[src/rtl/sr_btn_ctrl.sv]
// sr_btn_ctrl: turns two raw, bouncy pushbuttons into clean single-cycle
// set/reset commands for sr_ff. The set and reset channels each get their own
// synchronizer, debouncer and rising-edge detector. Simultaneous presses are
// arbitrated with reset taking priority, and every issued command is counted.
module sr_btn_ctrl #(
  parameter int SYNC_STAGES     = 2,
  parameter int DEBOUNCE_CYCLES = 16,
  parameter int CNT_W           = 8
) (
  input  logic             clk,
  input  logic             rst_n,
  input  logic             btn_set,
  input  logic             btn_rst,
  input  logic             en,
  output logic [1:0]       s,
  output logic [1:0]       r,
  output logic             conflict,
  output logic [CNT_W-1:0] cmd_count
);

  // Debounce counter width: ceil(log2(DEBOUNCE_CYCLES)), never less than 1 bit.
  localparam int CW = (DEBOUNCE_CYCLES > 1) ? $clog2(DEBOUNCE_CYCLES) : 1;
  localparam logic [CW-1:0] DB_LAST = CW'(DEBOUNCE_CYCLES - 1);

  // Channel 0 is the set button and channel 1 is the reset button.
  logic [1:0]                  btn_raw;
  logic [1:0][SYNC_STAGES-1:0] sync_q, sync_d;
  logic [1:0]                  sync_lvl;
  logic [1:0][CW-1:0]          dbcnt_q, dbcnt_d;
  logic [1:0]                  db_q, db_d;
  logic [1:0]                  db_dly_q;
  logic [1:0]                  press;

  logic [1:0]       s_q, s_d;
  logic [1:0]       r_q, r_d;
  logic             conflict_q, conflict_d;
  logic [CNT_W-1:0] count_q, count_d;

  assign btn_raw = {btn_rst, btn_set};

  // Shift each raw button into its synchronizer chain; the top bit is the synchronized level.
  always_comb begin
    sync_d   = sync_q;
    sync_lvl = '0;
    for (int ch = 0; ch < 2; ch++) begin
      sync_d[ch]   = {sync_q[ch][SYNC_STAGES-2:0], btn_raw[ch]};
      sync_lvl[ch] = sync_q[ch][SYNC_STAGES-1];
    end
  end

  // The stable level follows the synchronized level only after it has differed for DEBOUNCE_CYCLES cycles in a row.
  always_comb begin
    db_d    = db_q;
    dbcnt_d = dbcnt_q;
    for (int ch = 0; ch < 2; ch++) begin
      if (sync_lvl[ch] == db_q[ch]) begin
        dbcnt_d[ch] = '0;
      end else if (dbcnt_q[ch] == DB_LAST) begin
        db_d[ch]    = sync_lvl[ch];
        dbcnt_d[ch] = '0;
      end else begin
        dbcnt_d[ch] = dbcnt_q[ch] + CW'(1);
      end
    end
  end

  // A press is a rising edge of the debounced level; releases are ignored.
  assign press = db_q & ~db_dly_q;

  // Build the command for the output register; reset wins when both buttons are pressed at once, as sr_ff does.
  always_comb begin
    s_d        = 2'b00;
    r_d        = 2'b00;
    conflict_d = 1'b0;
    count_d    = count_q;
    if (en) begin
      if (press[1]) begin
        r_d        = 2'b01;
        conflict_d = press[0];
      end else if (press[0]) begin
        s_d = 2'b01;
      end
      if (|press) begin
        count_d = count_q + CNT_W'(1);
      end
    end
  end

  // All state registers; an asynchronous reset clears every one of them.
  always_ff @(posedge clk or negedge rst_n) begin
    if (!rst_n) begin
      sync_q     <= '0;
      dbcnt_q    <= '0;
      db_q       <= '0;
      db_dly_q   <= '0;
      s_q        <= 2'b00;
      r_q        <= 2'b00;
      conflict_q <= 1'b0;
      count_q    <= '0;
    end else begin
      sync_q     <= sync_d;
      dbcnt_q    <= dbcnt_d;
      db_q       <= db_d;
      db_dly_q   <= db_q;
      s_q        <= s_d;
      r_q        <= r_d;
      conflict_q <= conflict_d;
      count_q    <= count_d;
    end
  end

  assign s         = s_q;
  assign r         = r_q;
  assign conflict  = conflict_q;
  assign cmd_count = count_q;

endmodule
[config.mk]
export PLATFORM = sky130hd
export DESIGN_NAME = sr_btn_ctrl
export DESIGN_NICKNAME = d
export VERILOG_FILES = /design/src/rtl/sr_btn_ctrl.sv
export SDC_FILE = /design/constraint.sdc
export NUM_CORES = 1
export LEC_CHECK = 0
export CELL_PAD_IN_SITES_DETAIL_PLACEMENT = 1
export CELL_PAD_IN_SITES_GLOBAL_PLACEMENT = 1
export CORE_MARGIN = 2
export CORE_UTILIZATION = 37
export DETAILED_ROUTE_END_ITERATION = 8
export PLACE_DENSITY_LB_ADDON = 0.05
export SYNTH_ARGS = -nofsm -noshare
export SYNTH_HDL_FRONTEND = slang
export SYNTH_SLANG_ARGS = --single-unit
[constraint.sdc]
create_clock -name clk -period 1.5 [get_ports clk]
set_clock_uncertainty 0.1 [all_clocks]
set_input_delay 0.15 -clock clk [delete_from_list [all_inputs] [get_ports clk]]
set_output_delay 0.15 -clock clk [all_outputs]
set_load 0.01 [all_outputs]
# Word level (Yosys, flattened, before mapping)
# Index checks and enable logic that the tools add are counted.
# W data, S select, Z words.
[classes]
n_addsub = 3
n_eq_ne = 4
n_mux = 11
n_bitwise = 4
reduce_logical = 4
[ops]
columns = ["op", "n"]
rows = [
  ["$mux W4", 4],
  ["$add A4 B1 Y4 const B", 2],
  ["$add A8 B1 Y8 const B", 1],
  ["$eq A4 B4 Y1 const B", 2],
  ["$mux W1", 6],
  ["$reduce_and A2 Y1", 3],
  ["$and A2 B2 Y2", 1],
  ["$eq A1 B1 Y1", 2],
  ["$mux W2", 1],
  ["$not A1 Y1", 2],
  ["$not A2 Y2", 1],
  ["$reduce_or A2 Y1", 1],
]
[totals]
reg_bits = 29
inputBits = 5
output_inout_bits = 13
elab_cells = 37

# Logic depth before layout (Yosys ltp)
# Gate-level depths: netlist of the first run.
[logic_depth]
depth_word = 5
mapped_depth = 4
depth_no_buf = 4

# Worst setup path before layout of the first run
# No wires, ideal clock.
[synth_timing]
path_kind = "register to register"
from = "reg db_q[0]"
to = "reg count_q[1] (netlist: cmd_count[1])"
setup_ns = 0.125
arrival_ns = 1.173
t_required_ns = 1.275
path_slack_ns = 0.102
stages_incl_launch_ff = 4
n_path_buf = 0
synth_period_minus_slack_ns = 1.398
path_cell_list = "dfrtp_1 -> and2b_4 -> o21ai_4 -> mux2_2"
[synth_via]
elab_chain_cells = 3
[synth_rtl]
columns = ["element", "line", "text"]
rows = [
  ["start, declared", "30", "logic [1:0] db_q, db_d;"],
  ["start signal, assigned", "94", "db_q <= '0;"],
  ["start signal, assigned", "103", "db_q <= db_d;"],
  ["$and A2 B2 Y2", "68", "assign press = db_q & ~db_dly_q;"],
  ["$reduce_or A2 Y1", "83", "if (|press) begin"],
  ["$reduce_and A2 Y1 (no source line)", "-", ""],
  ["end signal, assigned", "108", "count_q <= count_d;"],
  ["end, declared", "37", "logic [CNT_W-1:0] count_q, count_d;"],
]
# No other way between the ends.
# A chain may end at the register's enable or synchronous reset.

# Worst setup path after layout of the first run
[layout_timing]
from = "reg s_q[0] (netlist: s[0])"
to = "out s[0]"
[layout_lines]
columns = ["element", "line", "text"]
rows = [
  ["start, declared", "34", "logic [1:0] s_q, s_d;"],
  ["start signal, assigned", "96", "s_q <= 2'b00;"],
  ["start signal, assigned", "105", "s_q <= s_d;"],
  ["end, declared", "15", "output logic [1:0] s,"],
]
# No word-level cell between the ends.

==> results of run 1 <==
[sequential cells by signal (all words and copies together), names as in the netlist]
signal and flops:
cmd_count 8, conflict 1, db_dly_q 2, db_q 2, dbcnt_q 8, r 1, s 1, sync_d 2
sync_lvl 2
[worst max path at each step]
stage / start / endpoint / slack (ps) / depth (start not counted)
floorplan: db_q[0] / cmd_count[1] / 100 / 3
global placement: en / cmd_count[7] / 70 / 4
detailed placement: db_q[0] / cmd_count[1] / 60 / 3
CTS: cmd_count[5] / cmd_count[5] / 1 / 1
global route: db_q[1] / cmd_count[1] / -2 / 3
finish: s[0] / s[0] / 60 / 1
[metal layers]
layer,vias up,part of all wire,GRT usage
met1,356,0.50,0.184
met5,-,0,0
met4,0,0.0092,0.0399
li1,335,-,-
met2,11,0.46,0.201
met3,2,0.035,0.0290
[stage by stage]
stage | TNS (ps) | cell area [um^2]
finish | 0 | 1400
global route | -2.01 | 1400
CTS | 0 | 1380
detailed placement | 0 | 1300
global placement | 0 | 1300
floorplan | 0 | 1090
[final cells by class]
cell class	instances	area, um^2
clock buffer	3	22.5
clock inverter	1	7.51
fill	301	1390
inverter	3	11.3
multi-input combinational	53	394
sequential	27	676
tap	31	38.8
timing repair buffer	27	246
[report_power, final]
part	switching (mW)	internal, mW	total (mW)
Clock	0.216	0.102	0.318
Combinational	0.0355	0.0321	0.0676
Sequential	0.0162	0.747	0.763
[kinds of logic after synthesis]
logic type / count (synthesis) / synth area share
AOI/OAI and AO/OA: 7 / 0.0425
other: 1 / 0.00344
xor gates and xnor gates: 11 / 0.0885
DFF: 27 / 0.621
and+or+nand+nor: 27 / 0.155
buffers and inverters: 5 / 0.0241
adders and majority gates: 3 / 0.0345
muxes: 3 / 0.0310
[layout by cell type (no fill, tap or decap), drive strengths merged, types with 3 or more instances in the layout]
cell type / instances
dlymetal6s2s: 5
inv: 3
xor2: 6
dfrtp: 27
xnor2: 5
nor2: 6
buf: 12
nand3: 5
dlygate4sd2: 5
clkdlybuf4s50: 5
mux2: 3
o21ai: 3
ha: 3
nand2: 3
a21oi: 4
clkbuf: 3
[repair_timing]
item / 4_1_cts / 5_1_grt
endpoints found under the setup margin: 8 / 6
gates resized for setup: 5 / 6
setup buffers: 8 / 0
pin swaps: 0 / 1
==> impl_metrics.py, run 1 <==
metrics = {
    "run_status": {
        "status": "completed",
    },
    "power": {
        "powerDensity_nw_per_um2": 823,
        "finalPower_mw": 1.15,
        "p_leak_nw": 0.794,
        "peakVddDrop_mv": 0.550,
    },
    "critical_path": {
        "r2r_slack_ps": 70,
        "crit_slowest_cell": "clkdlybuf4s50_1",
        "critPathLaunchType": "flip-flop",
        "cp_cell_sequence": "clkdlybuf4s50_1",
        "endpoint_kind": "primary output",
        "reg2reg_from": "db_q[1]",
        "cp_max_fo": 1,
        "critPathTopFamily": "buffers and inverters",
        "worst-path-buf-inv": 1,
        "required_ps": 1250,
        "critPathMaxStageDelay_ps": 530,
        "cp_data_arrival_time_ps": 1190,
        "critPathKind": "flip-flop to primary output",
        "reg2reg_to": "cmd_count[1]",
        "rr_worst_depth": 3,
    },
    "layout": {
        "postLayoutCoreUtil": 0.502,
        "area_growth_syn_to_layout_pct": 28.3,
        "nNetsFinal": 123,
        "instances_no_fill": 145,
        "diodes": 0,
        "layout-drive-gt1-share": 0.211,
    },
    "sta": {
        "rsz0062_at_grt": "yes",
        "post-route-period-util": 0.960,
        "period_needed_ps": 1440,
        "setup_slack_ps": 59.3,
        "hold_viol": 0,
        "hold-worst-slack_ps": 77.3,
        "maxSlewViolCount": 0,
        "setup_viol_count_final": 0,
        "max_freq_mhz": 694,
    },
    "yosys": {
        "synth.cells.most_frequent": "27 x dfrtp_1, 6 x nor2_1, 6 x xor2_1, 5 x nand3_1, 5 x xnor2_1",
        "synth_cell_types": 22,
        "yosysSeqAreaShare": 0.621,
        "yosys_warnings": 0,
        "yosys.area.top_type": "dfrtp_1",
        "synth_cells": 84,
        "synth_edf_count": 0,
        "avgSynthCellArea_um2": 13.0,
        "netlist.area_leader.share": 0.621,
        "ys.flop_type": "dfrtp_1",
        "synth.most_common_cell": "dfrtp_1",
        "synth_area_um2": 1090,
        "ys_seq_elements": 27,
        "synth_area_leaders": "dfrtp_1 62%, xor2_1 4.8%, xnor2_1 4.0%",
        "async_flop_share": 1.00,
    },
    "placed_design": {
        "dp_slack_ps": 63.9,
        "dp_hpwl_um": 1270,
        "dp_cells": 133,
        "io_buffer_count": 15,
        "gp_congestion": 0.748,
    },
    "clock_network": {
        "cts.reportedPaths.clkPinSlew_ps": 150,
        "cts.sinks": 27,
        "cts_made_buffers": 3,
        "insertion_delay_ps": 330,
        "postCtsHoldBufs": 0,
        "htree_num_levels": 1,
        "cts_buffer_depth": 2,
        "cts_tree": "yes",
        "cts_root_buf": "clkbuf_4",
    },
    "floorplanning": {
        "row_count": 19,
        "start_util": 0.391,
        "dieWidth_um": 58.2,
        "dieArea_um2": 3390,
        "core_um2": 2780,
        "die_y_um": 58.2,
        "io_pins": 18,
    },
    "grt": {
        "grt_pass1_wl_um": 3370,
        "antenna_found_initial": 0,
        "gr-usage-all-layers": 0.130,
        "grt-ovfl-total": 0,
        "grt_max_degree": 28,
        "grt_pass1_vias": 760,
    },
    "hold_path": {
        "hp-class": "primary input to asynchronous set/reset pin",
    },
    "detailed_routing": {
        "wl_um": 1840,
        "vias_per_cell": 4.86,
        "avgRoutedWirePerCell_um": 12.7,
        "ant_nets": 0,
        "drc": 0,
        "drt_iter0_drc": 29,
        "vias": 704,
        "first_pass_iters": 2,
    },
    "run": {
        "maxCapViolCount": 0,
    },
}
No activity file was read; power rests on OpenSTA's default activity.
==> run 2, diff against run 1 <==
--- a/config.mk
+++ b/config.mk
@@ -7,8 +7,8 @@
 export LEC_CHECK = 0
 export CELL_PAD_IN_SITES_DETAIL_PLACEMENT = 1
 export CELL_PAD_IN_SITES_GLOBAL_PLACEMENT = 1
-export CORE_MARGIN = 2
-export CORE_UTILIZATION = 37
+export CORE_UTILIZATION = 39
+export CTS_BUF_LIST = sky130_fd_sc_hd__clkbuf_4
 export DETAILED_ROUTE_END_ITERATION = 8
 export PLACE_DENSITY_LB_ADDON = 0.05
 export SYNTH_ARGS = -nofsm -noshare
==> impl_metrics.py, run 2 (same netlist as run 1, synthesis figures left out) <==
metrics = {
    "layout": {
        "nFillCells": 263,
        "diodes": 0,
        "postLayoutCoreUtil": 0.551,
        "layout-drive-gt1-share": 0.224,
        "mostFrequentLayoutCell": "dfrtp_1",
        "layout.cells.most_common_list": "27 x dfrtp_1, 14 x buf_4, 6 x nor2_1, 6 x xor2_1, 6 x dlymetal6s2s_1",
        "area_growth_syn_to_layout_pct": 29.9,
        "instances_no_fill": 146,
        "nNetsFinal": 125,
    },
    "critical_path": {
        "critPathLaunchType": "flip-flop",
        "reg2reg_to": "cmd_count[1]",
        "reg2reg_from": "db_q[1]",
        "critPathTopFamily": "buffers and inverters",
        "crit_start": "conflict",
        "path_depth": 1,
        "r2r_slack_ps": 80,
        "worst-path-buf-inv": 1,
        "cp_cell_sequence": "clkdlybuf4s50_1",
        "cp-endpoint": "conflict",
        "critPathKind": "flip-flop to primary output",
        "endpoint_kind": "primary output",
        "crit_slowest_cell": "clkdlybuf4s50_1",
        "cp_max_fo": 1,
        "cp_data_arrival_time_ps": 1170,
        "critPathMaxStageDelay_ps": 520,
        "required_ps": 1250,
        "rr_worst_depth": 3,
    },
    "detailed_routing": {
        "drc": 0,
        "drt_iter0_drc": 2,
        "first_pass_iters": 3,
        "wl_um": 1930,
        "vias": 689,
        "vias_per_cell": 4.72,
        "avgRoutedWirePerCell_um": 13.2,
        "ant_nets": 0,
    },
    "grt": {
        "grt-ovfl-total": 0,
        "grt_max_degree": 28,
        "antenna_found_initial": 0,
        "grt_pass1_wl_um": 2900,
        "gr-usage-all-layers": 0.144,
        "grt_pass1_vias": 644,
    },
    "floorplanning": {
        "dieArea_um2": 3010,
        "start_util": 0.424,
        "io_pins": 18,
        "core_um2": 2570,
        "row_count": 18,
        "dieWidth_um": 54.8,
        "die_y_um": 54.8,
    },
    "placed_design": {
        "dp_hpwl_um": 1290,
        "io_buffer_count": 15,
        "gp_congestion": 0.595,
        "dp_cells": 131,
    },
    "clock_network": {
        "cts_buffer_depth": 2,
        "cts_root_buf": "clkbuf_4",
        "cts_made_buffers": 3,
        "htree_num_levels": 1,
        "insertion_delay_ps": 310,
        "cts.reportedPaths.clkPinSlew_ps": 140,
        "cts_tree": "yes",
        "cts.sinks": 27,
        "postCtsHoldBufs": 0,
    },
    "sta": {
        "setup_viol_count_final": 0,
        "max_freq_mhz": 702,
        "maxSlewViolCount": 0,
        "hold_viol": 0,
        "rsz0062_at_grt": "no",
        "hold-worst-slack_ps": 92.5,
        "post-route-period-util": 0.950,
        "period_needed_ps": 1420,
    },
    "run_status": {
        "status": "completed",
    },
    "run": {
        "maxCapViolCount": 0,
    },
    "power": {
        "peakVddDrop_mv": 0.476,
        "powerDensity_nw_per_um2": 809,
        "p_leak_nw": 0.823,
    },
    "hold_path": {
        "hp-class": "primary input to asynchronous set/reset pin",
    },
}
-- run 2: worst min-delay path by stage --
stage | startpoint | endpoint | depth (start not counted)
6_report | rst_n | dbcnt_q[5] | 2
5_1_grt | rst_n | dbcnt_q[4] | 2
4_1_cts | rst_n | dbcnt_q[5] | 2
3_5_place_dp | sync_d[3] | sync_lvl[1] | 0
3_3_place_gp | sync_d[1] | sync_lvl[0] | 0
2_1_floorplan | rst_n | cmd_count[0] | 0
-- run 2: where the power goes --
part           switching [mW]  total (mW)  internal [mW]
registers              0.0154       0.763          0.747
clock network           0.196       0.317          0.122
logic                  0.0339      0.0641         0.0302
total                   0.245        1.14          0.899
-- run 2: per-layer routing --
metal	track usage	part of all wire	wire (um)
met5	0	0	0
met4	0.0641	0.0047	9
met3	0.0306	0.048	92
met2	0.209	0.49	938
met1	0.203	0.46	884
-- run 2: final cells by class --
cell class              count  area (um^2)  area share
inverters                   3         11.3     0.00796
well taps                  30         37.5      0.0265
repair buffers             29          265       0.188
multi-input cells          53          394       0.279
flip-flops and latches     27          676       0.478
clock buffers               4         30.0      0.0212
-- run 2: repair_timing --
item                       CTS  global route
buffers inserted             7             4
gates resized for setup      4             7
setup endpoints to repair    8             7
pin swaps                    0             1
-- run 2: through the flow --
step	worst slack (ps)	total power, mW	TNS, ps	cell area [um^2]
after global placement	71.0	0.839	0	1290
after global routing	7.80	1.21	0	1410
after floorplan	102	0.808	0	1090
after detailed placement	-3.59	0.842	-3.59	1290
after CTS	11.0	1.16	0	1370
final	75.2	1.14	0	1410
==> run 3, diff against run 2 <==
--- a/config.mk
+++ b/config.mk
@@ -9,6 +9,7 @@
 export CELL_PAD_IN_SITES_GLOBAL_PLACEMENT = 1
 export CORE_UTILIZATION = 39
 export CTS_BUF_LIST = sky130_fd_sc_hd__clkbuf_4
+export CTS_CLUSTER_DIAMETER = 100
 export DETAILED_ROUTE_END_ITERATION = 8
 export PLACE_DENSITY_LB_ADDON = 0.05
 export SYNTH_ARGS = -nofsm -noshare
==> results of run 3 <==
Same layout as run 2: the final DEF is identical, and so are final timing and power.
